**src/rtl/game_pkg.sv**
```systemverilog
// Shared types and widths for the escape-room game phase controller.
// State encoding is fixed because it is exported on the state port.
package game_pkg;

   typedef enum logic [1:0] {
      ST_IDLE  = 2'd0,
      ST_RUN   = 2'd1,
      ST_CLEAR = 2'd2,
      ST_OVER  = 2'd3
   } game_state_e;

   localparam int STAB_W = 4;
   localparam int TIME_W = 13;
   localparam int PIDX_W = 3;
   localparam int HOLD_W = 8;

   typedef logic [STAB_W-1:0] stab_t;
   typedef logic [TIME_W-1:0] time_t;

   function automatic time_t time_sat_sub(input time_t t, input time_t d);
      return (t > d) ? (t - d) : '0;
   endfunction

endpackage

```
**src/rtl/game_phase_controller_if.sv**
```systemverilog
// Random-event handshake bundle: requesters on the master side,
// the event arbiter on the slave side.
interface game_phase_controller_if #(
   parameter int NUM_EVENTS = 2
);
   logic [NUM_EVENTS-1:0] ev_req;
   logic [NUM_EVENTS-1:0] ev_done_ok;
   logic [NUM_EVENTS-1:0] ev_done_fail;
   logic [NUM_EVENTS-1:0] ev_grant;
   logic                  ev_busy;

   modport master (
      output ev_req, ev_done_ok, ev_done_fail,
      input  ev_grant, ev_busy
   );

   modport slave (
      input  ev_req, ev_done_ok, ev_done_fail,
      output ev_grant, ev_busy
   );
endinterface

```
**src/rtl/event_arbiter.sv**
```systemverilog
// Random-event arbiter: lowest-index priority grant, busy tracking of the
// granted channel, and a tick-based holdoff between consecutive events.
module event_arbiter
   import game_pkg::*;
#(
   parameter int NUM_EVENTS = 2,
   parameter int EV_HOLDOFF = 3
) (
   input  logic                    clk,
   input  logic                    rst_n,
   input  logic                    run,
   input  logic                    hold_clr,
   input  logic                    tick,
   game_phase_controller_if.slave  ev,
   output logic                    ok_hit,
   output logic                    fail_hit
);

   localparam logic [HOLD_W-1:0] HOLD_TOP = HOLD_W'(EV_HOLDOFF);

   logic                  busy_q, busy_d;
   logic [NUM_EVENTS-1:0] grant_q, grant_d;
   logic [NUM_EVENTS-1:0] gnt_oh_q, gnt_oh_d;
   logic [HOLD_W-1:0]     hold_cnt_q, hold_cnt_d;
   logic [NUM_EVENTS-1:0] pick;

   genvar gi;
   generate
      for (gi = 0; gi < NUM_EVENTS; gi++) begin : g_pick
         if (gi == 0) begin : g_first
            assign pick[gi] = ev.ev_req[gi];
         end else begin : g_rest
            assign pick[gi] = ev.ev_req[gi] & ~(|ev.ev_req[gi-1:0]);
         end
      end
   endgenerate

   // Only the done pulses of the channel we granted are honoured.
   assign ok_hit   = busy_q & (|(ev.ev_done_ok   & gnt_oh_q));
   assign fail_hit = busy_q & (|(ev.ev_done_fail & gnt_oh_q));

   assign ev.ev_grant = grant_q;
   assign ev.ev_busy  = busy_q;

   always_comb begin
      busy_d     = busy_q;
      grant_d    = '0;
      gnt_oh_d   = gnt_oh_q;
      hold_cnt_d = hold_cnt_q;
      if (hold_clr) begin
         hold_cnt_d = '0;
         busy_d     = 1'b0;
      end else if (!run) begin
         busy_d = 1'b0;
      end else if (busy_q) begin
         if (ok_hit || fail_hit) begin
            busy_d     = 1'b0;
            hold_cnt_d = '0;
         end
      end else if (hold_cnt_q >= HOLD_TOP) begin
         if (|pick) begin
            grant_d  = pick;
            gnt_oh_d = pick;
            busy_d   = 1'b1;
         end
      end else if (tick) begin
         hold_cnt_d = hold_cnt_q + HOLD_W'(1);
      end
   end

   always_ff @(posedge clk or negedge rst_n) begin
      if (!rst_n) begin
         busy_q     <= 1'b0;
         grant_q    <= '0;
         gnt_oh_q   <= '0;
         hold_cnt_q <= '0;
      end else begin
         busy_q     <= busy_d;
         grant_q    <= grant_d;
         gnt_oh_q   <= gnt_oh_d;
         hold_cnt_q <= hold_cnt_d;
      end
   end

endmodule

```
**src/rtl/game_phase_controller.sv**
```systemverilog
// Game phase controller: sequences puzzle phases, tracks stability and the
// countdown, and hands random events to the event arbiter.
module game_phase_controller
   import game_pkg::*;
#(
   parameter int NUM_PHASES = 4,
   parameter int NUM_EVENTS = 2,
   parameter int STAB_MAX   = 9,
   parameter int TIME_INIT  = 300,
   parameter int EV_HOLDOFF = 3
) (
   input  logic                  clk,
   input  logic                  rst_n,
   input  logic                  start_btn,
   input  logic                  tick_1hz,
   input  logic [NUM_PHASES-1:0] phase_clear,
   input  logic [NUM_PHASES-1:0] phase_fail,
   input  logic [NUM_PHASES-1:0] phase_correct,
   input  logic [NUM_EVENTS-1:0] ev_req,
   input  logic [NUM_EVENTS-1:0] ev_done_ok,
   input  logic [NUM_EVENTS-1:0] ev_done_fail,
   output logic [1:0]            state,
   output logic [2:0]            phase_idx,
   output logic [NUM_PHASES-1:0] phase_en,
   output logic [NUM_EVENTS-1:0] ev_grant,
   output logic                  ev_busy,
   output logic [3:0]            stability,
   output logic [12:0]           time_left,
   output logic                  game_clear,
   output logic                  game_over
);

   localparam stab_t             STAB_TOP = stab_t'(STAB_MAX);
   localparam time_t             TIME_TOP = time_t'(TIME_INIT);
   localparam logic [PIDX_W-1:0] LAST_IDX = PIDX_W'(NUM_PHASES - 1);

   game_state_e         state_q, state_d;
   logic [PIDX_W-1:0]   phase_idx_q, phase_idx_d;
   stab_t               stab_q, stab_d;
   time_t               time_q, time_d;
   logic                game_clear_q, game_clear_d;
   logic                game_over_q, game_over_d;

   logic [NUM_PHASES-1:0] phase_oh;
   logic                  p_clr, p_fail, p_corr;
   logic                  fail_any, succ_any;
   logic                  hold_clr, run_keep;
   logic                  ev_ok_hit, ev_fail_hit;
   time_t                 time_dec;

   game_phase_controller_if #(.NUM_EVENTS(NUM_EVENTS)) ev_bus ();

   assign ev_bus.ev_req       = ev_req;
   assign ev_bus.ev_done_ok   = ev_done_ok;
   assign ev_bus.ev_done_fail = ev_done_fail;
   assign ev_grant            = ev_bus.ev_grant;
   assign ev_busy             = ev_bus.ev_busy;

   // Arbiter only sees RUN while the game is staying in RUN, so busy drops
   // on the same edge that leaves RUN.
   assign run_keep = (state_q == ST_RUN) && (state_d == ST_RUN);

   event_arbiter #(
      .NUM_EVENTS (NUM_EVENTS),
      .EV_HOLDOFF (EV_HOLDOFF)
   ) u_event_arbiter (
      .clk      (clk),
      .rst_n    (rst_n),
      .run      (run_keep),
      .hold_clr (hold_clr),
      .tick     (tick_1hz),
      .ev       (ev_bus.slave),
      .ok_hit   (ev_ok_hit),
      .fail_hit (ev_fail_hit)
   );

   assign phase_oh = NUM_PHASES'(1) << phase_idx_q;
   assign p_clr    = |(phase_clear   & phase_oh);
   assign p_fail   = |(phase_fail    & phase_oh);
   assign p_corr   = |(phase_correct & phase_oh);
   assign fail_any = p_fail | ev_fail_hit;
   assign succ_any = p_corr | ev_ok_hit;
   assign time_dec = (stab_q <= stab_t'(2)) ? time_t'(2) : time_t'(1);

   always_comb begin
      state_d      = state_q;
      phase_idx_d  = phase_idx_q;
      stab_d       = stab_q;
      time_d       = time_q;
      game_clear_d = 1'b0;
      game_over_d  = 1'b0;
      hold_clr     = 1'b0;
      case (state_q)
         ST_IDLE: begin
            if (start_btn) begin
               state_d     = ST_RUN;
               phase_idx_d = '0;
               stab_d      = STAB_TOP;
               time_d      = TIME_TOP;
               hold_clr    = 1'b1;
            end
         end
         ST_RUN: begin
            // A clear on the final phase wins over everything else that cycle.
            if (p_clr && (phase_idx_q == LAST_IDX)) begin
               state_d      = ST_CLEAR;
               game_clear_d = 1'b1;
            end else begin
               if (p_clr) begin
                  phase_idx_d = phase_idx_q + PIDX_W'(1);
               end
               if (fail_any) begin
                  if (stab_q != '0) begin
                     stab_d = stab_q - stab_t'(1);
                  end
               end else if (succ_any && (stab_q < STAB_TOP)) begin
                  stab_d = stab_q + stab_t'(1);
               end
               if (tick_1hz) begin
                  time_d = time_sat_sub(time_q, time_dec);
               end
               if (!p_clr && ((stab_d == '0) || (time_d == '0))) begin
                  state_d     = ST_OVER;
                  game_over_d = 1'b1;
               end
            end
         end
         default: begin
            if (start_btn) begin
               state_d = ST_IDLE;
            end
         end
      endcase
   end

   always_ff @(posedge clk or negedge rst_n) begin
      if (!rst_n) begin
         state_q      <= ST_IDLE;
         phase_idx_q  <= '0;
         stab_q       <= STAB_TOP;
         time_q       <= TIME_TOP;
         game_clear_q <= 1'b0;
         game_over_q  <= 1'b0;
      end else begin
         state_q      <= state_d;
         phase_idx_q  <= phase_idx_d;
         stab_q       <= stab_d;
         time_q       <= time_d;
         game_clear_q <= game_clear_d;
         game_over_q  <= game_over_d;
      end
   end

   assign state      = state_q;
   assign phase_idx  = phase_idx_q;
   assign phase_en   = (state_q == ST_RUN) ? phase_oh : '0;
   assign stability  = stab_q;
   assign time_left  = time_q;
   assign game_clear = game_clear_q;
   assign game_over  = game_over_q;

endmodule

```
**config.mk**
```make
export PLATFORM = sky130hd
export DESIGN_NAME = game_phase_controller
export DESIGN_NICKNAME = d
export VERILOG_FILES = /design/src/rtl/game_pkg.sv /design/src/rtl/game_phase_controller_if.sv /design/src/rtl/event_arbiter.sv /design/src/rtl/game_phase_controller.sv
export SDC_FILE = /design/constraint.sdc
export NUM_CORES = 1
export LEC_CHECK = 0
export CORE_MARGIN = 8
export CORE_UTILIZATION = 49
export DETAILED_ROUTE_END_ITERATION = 8
export PLACE_DENSITY = 0.78
export SYNTH_ARGS = -nofsm -noshare
export SYNTH_HDL_FRONTEND = slang
export SYNTH_SLANG_ARGS = --single-unit
```
**constraint.sdc**
```tcl
create_clock -name clk -period 3.6 [get_ports clk]
set_input_delay 0.36 -clock clk [delete_from_list [all_inputs] [get_ports clk]]
set_output_delay 0.36 -clock clk [all_outputs]
set_load 0.02 [all_outputs]
```
==> results.py, run 1 <==
metrics = {
    "detailed_routing": {
        "routed_wl_mm": 6.215,
        "via_per_inst": 5.948,
        "wire_per_inst_um": 16.31,
        "route.vias.total": 2266,
        "post-route-drc-count": 0,
        "dr.first_iter.drc_count": 153,
        "ant_nets": 0,
        "dr.pass1.iters": 4,
    },
    "placement": {
        "hpwl_mm": 4.728,
        "gp_congestion": 0.8630,
        "portBuffers": 52,
        "dp.cells": 373,
    },
    "cts": {
        "cts_resized": 0,
        "cts_buffers": 5,
        "hold_buffers": 0,
        "clk_pin_slew_ns": 0.08,
        "cts_max_level": 2,
        "cts.sinks": 37,
        "clkLatencyLatePin_ns": 0.29,
        "tritoncts": "yes",
        "clk_path_buf_depth": 2,
        "clockRootBuffer": "clkbuf_8",
        "post_cts_buffers": 0,
    },
    "layout": {
        "multi_input_area_sq_um": 1349,
        "fill_cells": 404,
        "layout_commonest_cell": "clkdlybuf4s50_1",
        "ff_latch_area_sq_um": 933.4,
        "layout_common_cells": "51 x clkdlybuf4s50_1, 32 x nor2_1, 31 x nand2_1, 31 x dfrtp_1, 24 x o21ai_0",
        "nNetsFinal": 360,
        "final_util": 0.6523,
        "fin_cells": 381,
        "syn_to_final_growth_pct": 29.83,
        "drive_above_1_share": 0.08869,
        "num_antenna_cells": 0,
    },
    "setup_path": {
        "timing.rr.start": "stability[0]",
        "required_ns": 3.77,
        "r2r-end": "u_event_arbiter.hold_cnt_q[0]",
        "path_class": "reg2reg",
        "r2r_slack_ns": 0.32,
        "critPathLaunchType": "register",
        "cp_max_fo": 8,
        "crit_path_end_kind": "register",
        "worstPathArrival_ns": 3.45,
        "r2r_cells": 13,
    },
    "timing": {
        "setup_tns_ns": 0,
        "slew_violations": 0,
        "worst_pin_slew_ns": 0.8034,
        "finalCritPeriodShare": 0.9116,
        "fmax_mhz": 304.7,
        "setup_viol": 0,
        "final_hold_viol_count": 0,
        "relSlewSlack": 0.4644,
        "rsz0062_at_grt": "no",
        "finClkSkew_ns": 0.008838,
        "hold_slack_ns": 0.1499,
        "min_period_ns": 3.282,
    },
    "pwr": {
        "vdd_ir_drop_max_mv": 0.3825,
        "leakagePower_nw": 1.312,
        "finalPower_mw": 2.489,
        "power_density_nw_per_um2": 813.2,
    },
    "logic_synthesis": {
        "synth_nets": 305,
        "ys_seq_elements": 37,
        "synth_warnings": 0,
        "netlist_area_sq_um": 2357,
        "ys_types": 53,
        "async_flop_share": 1.000,
        "postSynthCellCount": 271,
        "ys_seq_area_frac": 0.3960,
        "synth_edf_count": 0,
        "synth_ff_type": "dfrtp_1",
        "syn-mean-instance-area_sq_um": 8.698,
    },
    "floorplanning": {
        "die_w_um": 85.36,
        "dieHeight_um": 85.36,
        "ios": 53,
        "num_rows": 25,
        "core_sq_um": 4692,
        "dieArea_sq_um": 7286,
        "start_util": 0.5024,
    },
    "grt": {
        "grtUsageTotal": 0.1786,
        "grt_pass1_vias": 2196,
        "grt_overflow": 0,
        "antenna_found_initial": 0,
        "grt_max_degree": 38,
        "grt_pass1_wl_mm": 10.67,
    },
    "min_path": {
        "hold_class": "in2async",
    },
    "outcome": {
        "outcome": "finished, final reports clean",
    },
    "job": {
        "max-cap-violations": 0,
    },
}
## metrics by stage
step / instance area [sq um] / worst slack, ns
after floorplan: 2357 / 0.2953
after global placement: 2934 / 0.3153
after detailed placement: 2934 / 0.1876
after CTS: 3054 / 0.1516
after global routing: 3060 / 0.05349
final: 3060 / 0.3183
## worst max-delay path by stage
| stage | start | end | slack, ns |
|---|---|---|---|
| 2_1_floorplan | stability[0] | u_event_arbiter.hold_cnt_q[1] | 0.30 |
| 3_3_place_gp | stability[0] | u_event_arbiter.hold_cnt_q[0] | 0.32 |
| 3_5_place_dp | stability[0] | u_event_arbiter.hold_cnt_q[1] | 0.19 |
| 4_1_cts | stability[0] | u_event_arbiter.hold_cnt_q[0] | 0.15 |
| 5_1_grt | stability[0] | u_event_arbiter.hold_cnt_q[1] | 0.05 |
| 6_report | stability[0] | u_event_arbiter.hold_cnt_q[0] | 0.32 |
## routing by layer
metal | track usage | wire length (um)
met3 | 0.03185 | 266
met1 | 0.2302 | 2718
met4 | 0.05414 | 77
met5 | 0 | 0
met2 | 0.2955 | 3152
## cell usage after synthesis, drive strengths merged, types with 5 or more instances
cell | n | area share
a21o | 5 | 0.016
a21oi | 17 | 0.036
and3 | 5 | 0.013
dfrtp | 31 | 0.33
dfstp | 6 | 0.067
ha | 11 | 0.058
inv | 14 | 0.022
nand2 | 31 | 0.049
nand3 | 9 | 0.019
nand4 | 5 | 0.013
nor2 | 32 | 0.051
nor3 | 9 | 0.019
o21ai | 26 | 0.057
o31ai | 6 | 0.019
## where the power goes
group | switching [mW] | leakage, nW | internal, mW | total (mW)
combinational | 0.859 | 0.775 | 0.594 | 1.45
clock | 0.153 | 0.0574 | 0.225 | 0.378
sequential | 0.131 | 0.479 | 0.527 | 0.658
## registers in the layout, indices dropped and copies added (netlist names)
| signal | count |
|---|---|
| game_clear | 1 |
| u_event_arbiter.ev.ev_grant | 2 |
| phase_idx | 3 |
| game_over | 1 |
| time_left | 13 |
| stability | 4 |
| u_event_arbiter.ev.ev_busy | 1 |
| state | 2 |
| u_event_arbiter.hold_cnt_q | 8 |
| u_event_arbiter.gnt_oh_q | 2 |
## logic make-up (layout without fill, tap and decap cells)
| logic type | after synthesis | in the layout | synth area share |
|---|---|---|---|
| and+or+nand+nor | 112 | 112 | 0.2367 |
| AOI/OAI and AO/OA | 85 | 85 | 0.2511 |
| DFF | 37 | 37 | 0.3960 |
| buffers and inverters | 21 | 77 | 0.03450 |
| adders and majority gates | 12 | 12 | 0.06688 |
| xor gates and xnor gates | 4 | 4 | 0.01486 |
## critical path: stages, from the launching register on
cell,delay (ns)
dfstp_2,0.58
inv_1,0.09
ha_1,0.20
o21ai_0,0.22
ha_1,0.22
inv_1,0.05
fa_1,0.38
nor4b_2,0.35
nand4_1,0.20
xor2_1,0.17
nand4_1,0.11
a21o_1,0.20
o211a_2,0.30
o22ai_1,0.09
## layout make-up
class / instances / share of cell area
Clock buffer: 6 / 0.02698
Tap cell: 54 / 0.02208
Multi-Input combinational cell: 213 / 0.4407
Timing Repair Buffer: 55 / 0.1758
Sequential cell: 37 / 0.3050
Clock inverter: 2 / 0.01226
Inverter: 14 / 0.01717
(Power assumes the default switching activity.)
==> run 2, diff against run 1 <==
--- a/config.mk
+++ b/config.mk
@@ -9,6 +9,7 @@
 export CORE_UTILIZATION = 49
 export DETAILED_ROUTE_END_ITERATION = 8
 export PLACE_DENSITY = 0.78
+export SETUP_SLACK_MARGIN = 0.15
 export SYNTH_ARGS = -nofsm -noshare
 export SYNTH_HDL_FRONTEND = slang
 export SYNTH_SLANG_ARGS = --single-unit
==> results.py, run 2 (synthesis gave the netlist of run 1 again) <==
metrics = {
    "job": {
        "max-cap-violations": 0,
    },
    "setup_path": {
        "worstPathArrival_ns": 3.42,
        "crit_path_end_kind": "register",
        "slowest_delay_ns": 0.58,
        "cp_cell_sequence": "inv_1 -> ha_1 -> o21ai_0 -> ha_1 -> inv_1 -> fa_1 -> nor4b_4 -> nand4_1 -> xor2_1 -> nand4_1 -> a21o_1 -> o211ai_1 -> a2bb2oi_1",
        "cp_max_fo": 6,
        "path_class": "reg2reg",
        "cpMaxStageDelayCell": "dfstp_2",
        "required_ns": 3.81,
        "critPathLaunchType": "register",
    },
    "layout": {
        "multi_input_area_sq_um": 1365,
        "fill_cells": 400,
        "layout_common_cells": "51 x clkdlybuf4s50_1, 32 x nor2_1, 31 x nand2_1, 31 x dfrtp_1, 24 x o21ai_0",
        "post-route-cell-area_sq_um": 3077,
        "largest_reg_flops": 13,
        "fin_cells": 381,
        "layout_commonest_cell": "clkdlybuf4s50_1",
        "nNetsFinal": 360,
        "num_antenna_cells": 0,
        "syn_to_final_growth_pct": 30.52,
        "final_util": 0.6557,
        "drive_above_1_share": 0.08869,
        "ff_latch_area_sq_um": 933.4,
    },
    "detailed_routing": {
        "wl_met1_mm": 2.657,
        "via_per_inst": 5.982,
        "dr.first_iter.drc_count": 127,
        "dr_wl_met2_mm": 3.168,
        "routed_wl_mm": 6.234,
        "routed.top_layer": "met4",
        "dr.pass1.iters": 4,
        "route.vias.total": 2279,
        "ant_nets": 0,
        "met3_length_um": 330,
        "wire_per_inst_um": 16.36,
        "post-route-drc-count": 0,
    },
    "timing": {
        "min_period_ns": 3.208,
        "slew_violations": 0,
        "finClkSkew_ns": 0.009179,
        "setup_tns_ns": 0,
        "rsz0062_at_grt": "no",
        "relSlewSlack": 0.4662,
        "fmax_mhz": 311.7,
        "final_hold_viol_count": 0,
        "finalCritPeriodShare": 0.8912,
        "worst_pin_slew_ns": 0.8007,
        "setup_ws_ns": 0.3917,
        "setup_viol": 0,
        "hold_slack_ns": 0.1497,
    },
    "placement": {
        "preCtsSetupSlack_ns": 0.1876,
        "hpwl_mm": 4.728,
        "portBuffers": 52,
        "dpl-instance-area_sq_um": 2934,
        "dp.cells": 373,
        "gp_congestion": 0.8630,
    },
    "cts": {
        "clkLatencyLatePin_ns": 0.29,
        "tritoncts": "yes",
        "clk_pin_slew_ns": 0.08,
        "cts_max_level": 2,
        "cts_resized": 0,
        "clockRootBuffer": "clkbuf_8",
        "post_cts_buffers": 0,
        "cts.sinks": 37,
        "cts_buffers": 5,
        "clk_path_buf_depth": 2,
        "hold_buffers": 0,
    },
    "pwr": {
        "finalPower_mw": 2.517,
        "vdd_ir_drop_max_mv": 0.3826,
        "leakagePower_nw": 1.320,
        "power_density_nw_per_um2": 818.1,
    },
    "floorplanning": {
        "start_util": 0.5024,
        "dieArea_sq_um": 7286,
        "core_sq_um": 4692,
        "ios": 53,
        "num_rows": 25,
        "dieHeight_um": 85.36,
        "die_w_um": 85.36,
    },
    "grt": {
        "grt_pass1_vias": 2196,
        "grtUsageTotal": 0.1786,
        "grt_pass1_wl_mm": 10.67,
        "antenna_found_initial": 0,
        "grt_overflow": 0,
        "grt_max_degree": 38,
    },
    "min_path": {
        "hold_class": "in2async",
    },
    "outcome": {
        "outcome": "finished, final reports clean",
    },
}
==> run 2: worst paths after layout <==
check	start	to	slack [ns]	depth (start not counted)
worst min register to register	u_event_arbiter.hold_cnt_q[3]	u_event_arbiter.hold_cnt_q[3]	0.50	2
worst max-delay path	stability[0]	u_event_arbiter.gnt_oh_q[1]	0.39	13
max in group asynchronous	rst_n	u_event_arbiter.hold_cnt_q[5]	2.94	1
worst max register to register	stability[0]	u_event_arbiter.gnt_oh_q[1]	0.39	13
worst min-delay path	rst_n	time_left[7]	0.15	1
min in group clk	u_event_arbiter.hold_cnt_q[3]	u_event_arbiter.hold_cnt_q[3]	0.50	2
==> run 2: report_power, final <==
part	internal (mW)	switching, mW
registers	0.527	0.133
clock network	0.225	0.153
logic	0.604	0.875
==> run 2: final cells by class <==
type | instances | share of cell area
repair buffers | 55 | 0.1749
multi-input cells | 213 | 0.4437
clock buffers | 6 | 0.02684
clock inverters | 2 | 0.01220
flip-flops and latches | 37 | 0.3034
inverters | 14 | 0.01708
well taps | 54 | 0.02196
==> run 2: worst max-delay path, delay by kind of cell, from the launching register on <==
family	cells	cell delay (ns)
adders and majority gates	3	0.84
buffers and inverters	2	0.14
AOI/OAI and AO/OA	4	0.82
xor gates and xnor gates	1	0.18
and+or+nand+nor	3	0.58
DFF	1	0.58
==> run 2: layer usage <==
layer	vias up	track usage
li1	1109	-
met1	1107	0.2302
met2	58	0.2955
met3	5	0.03185
met4	0	0.05414
met5	-	0
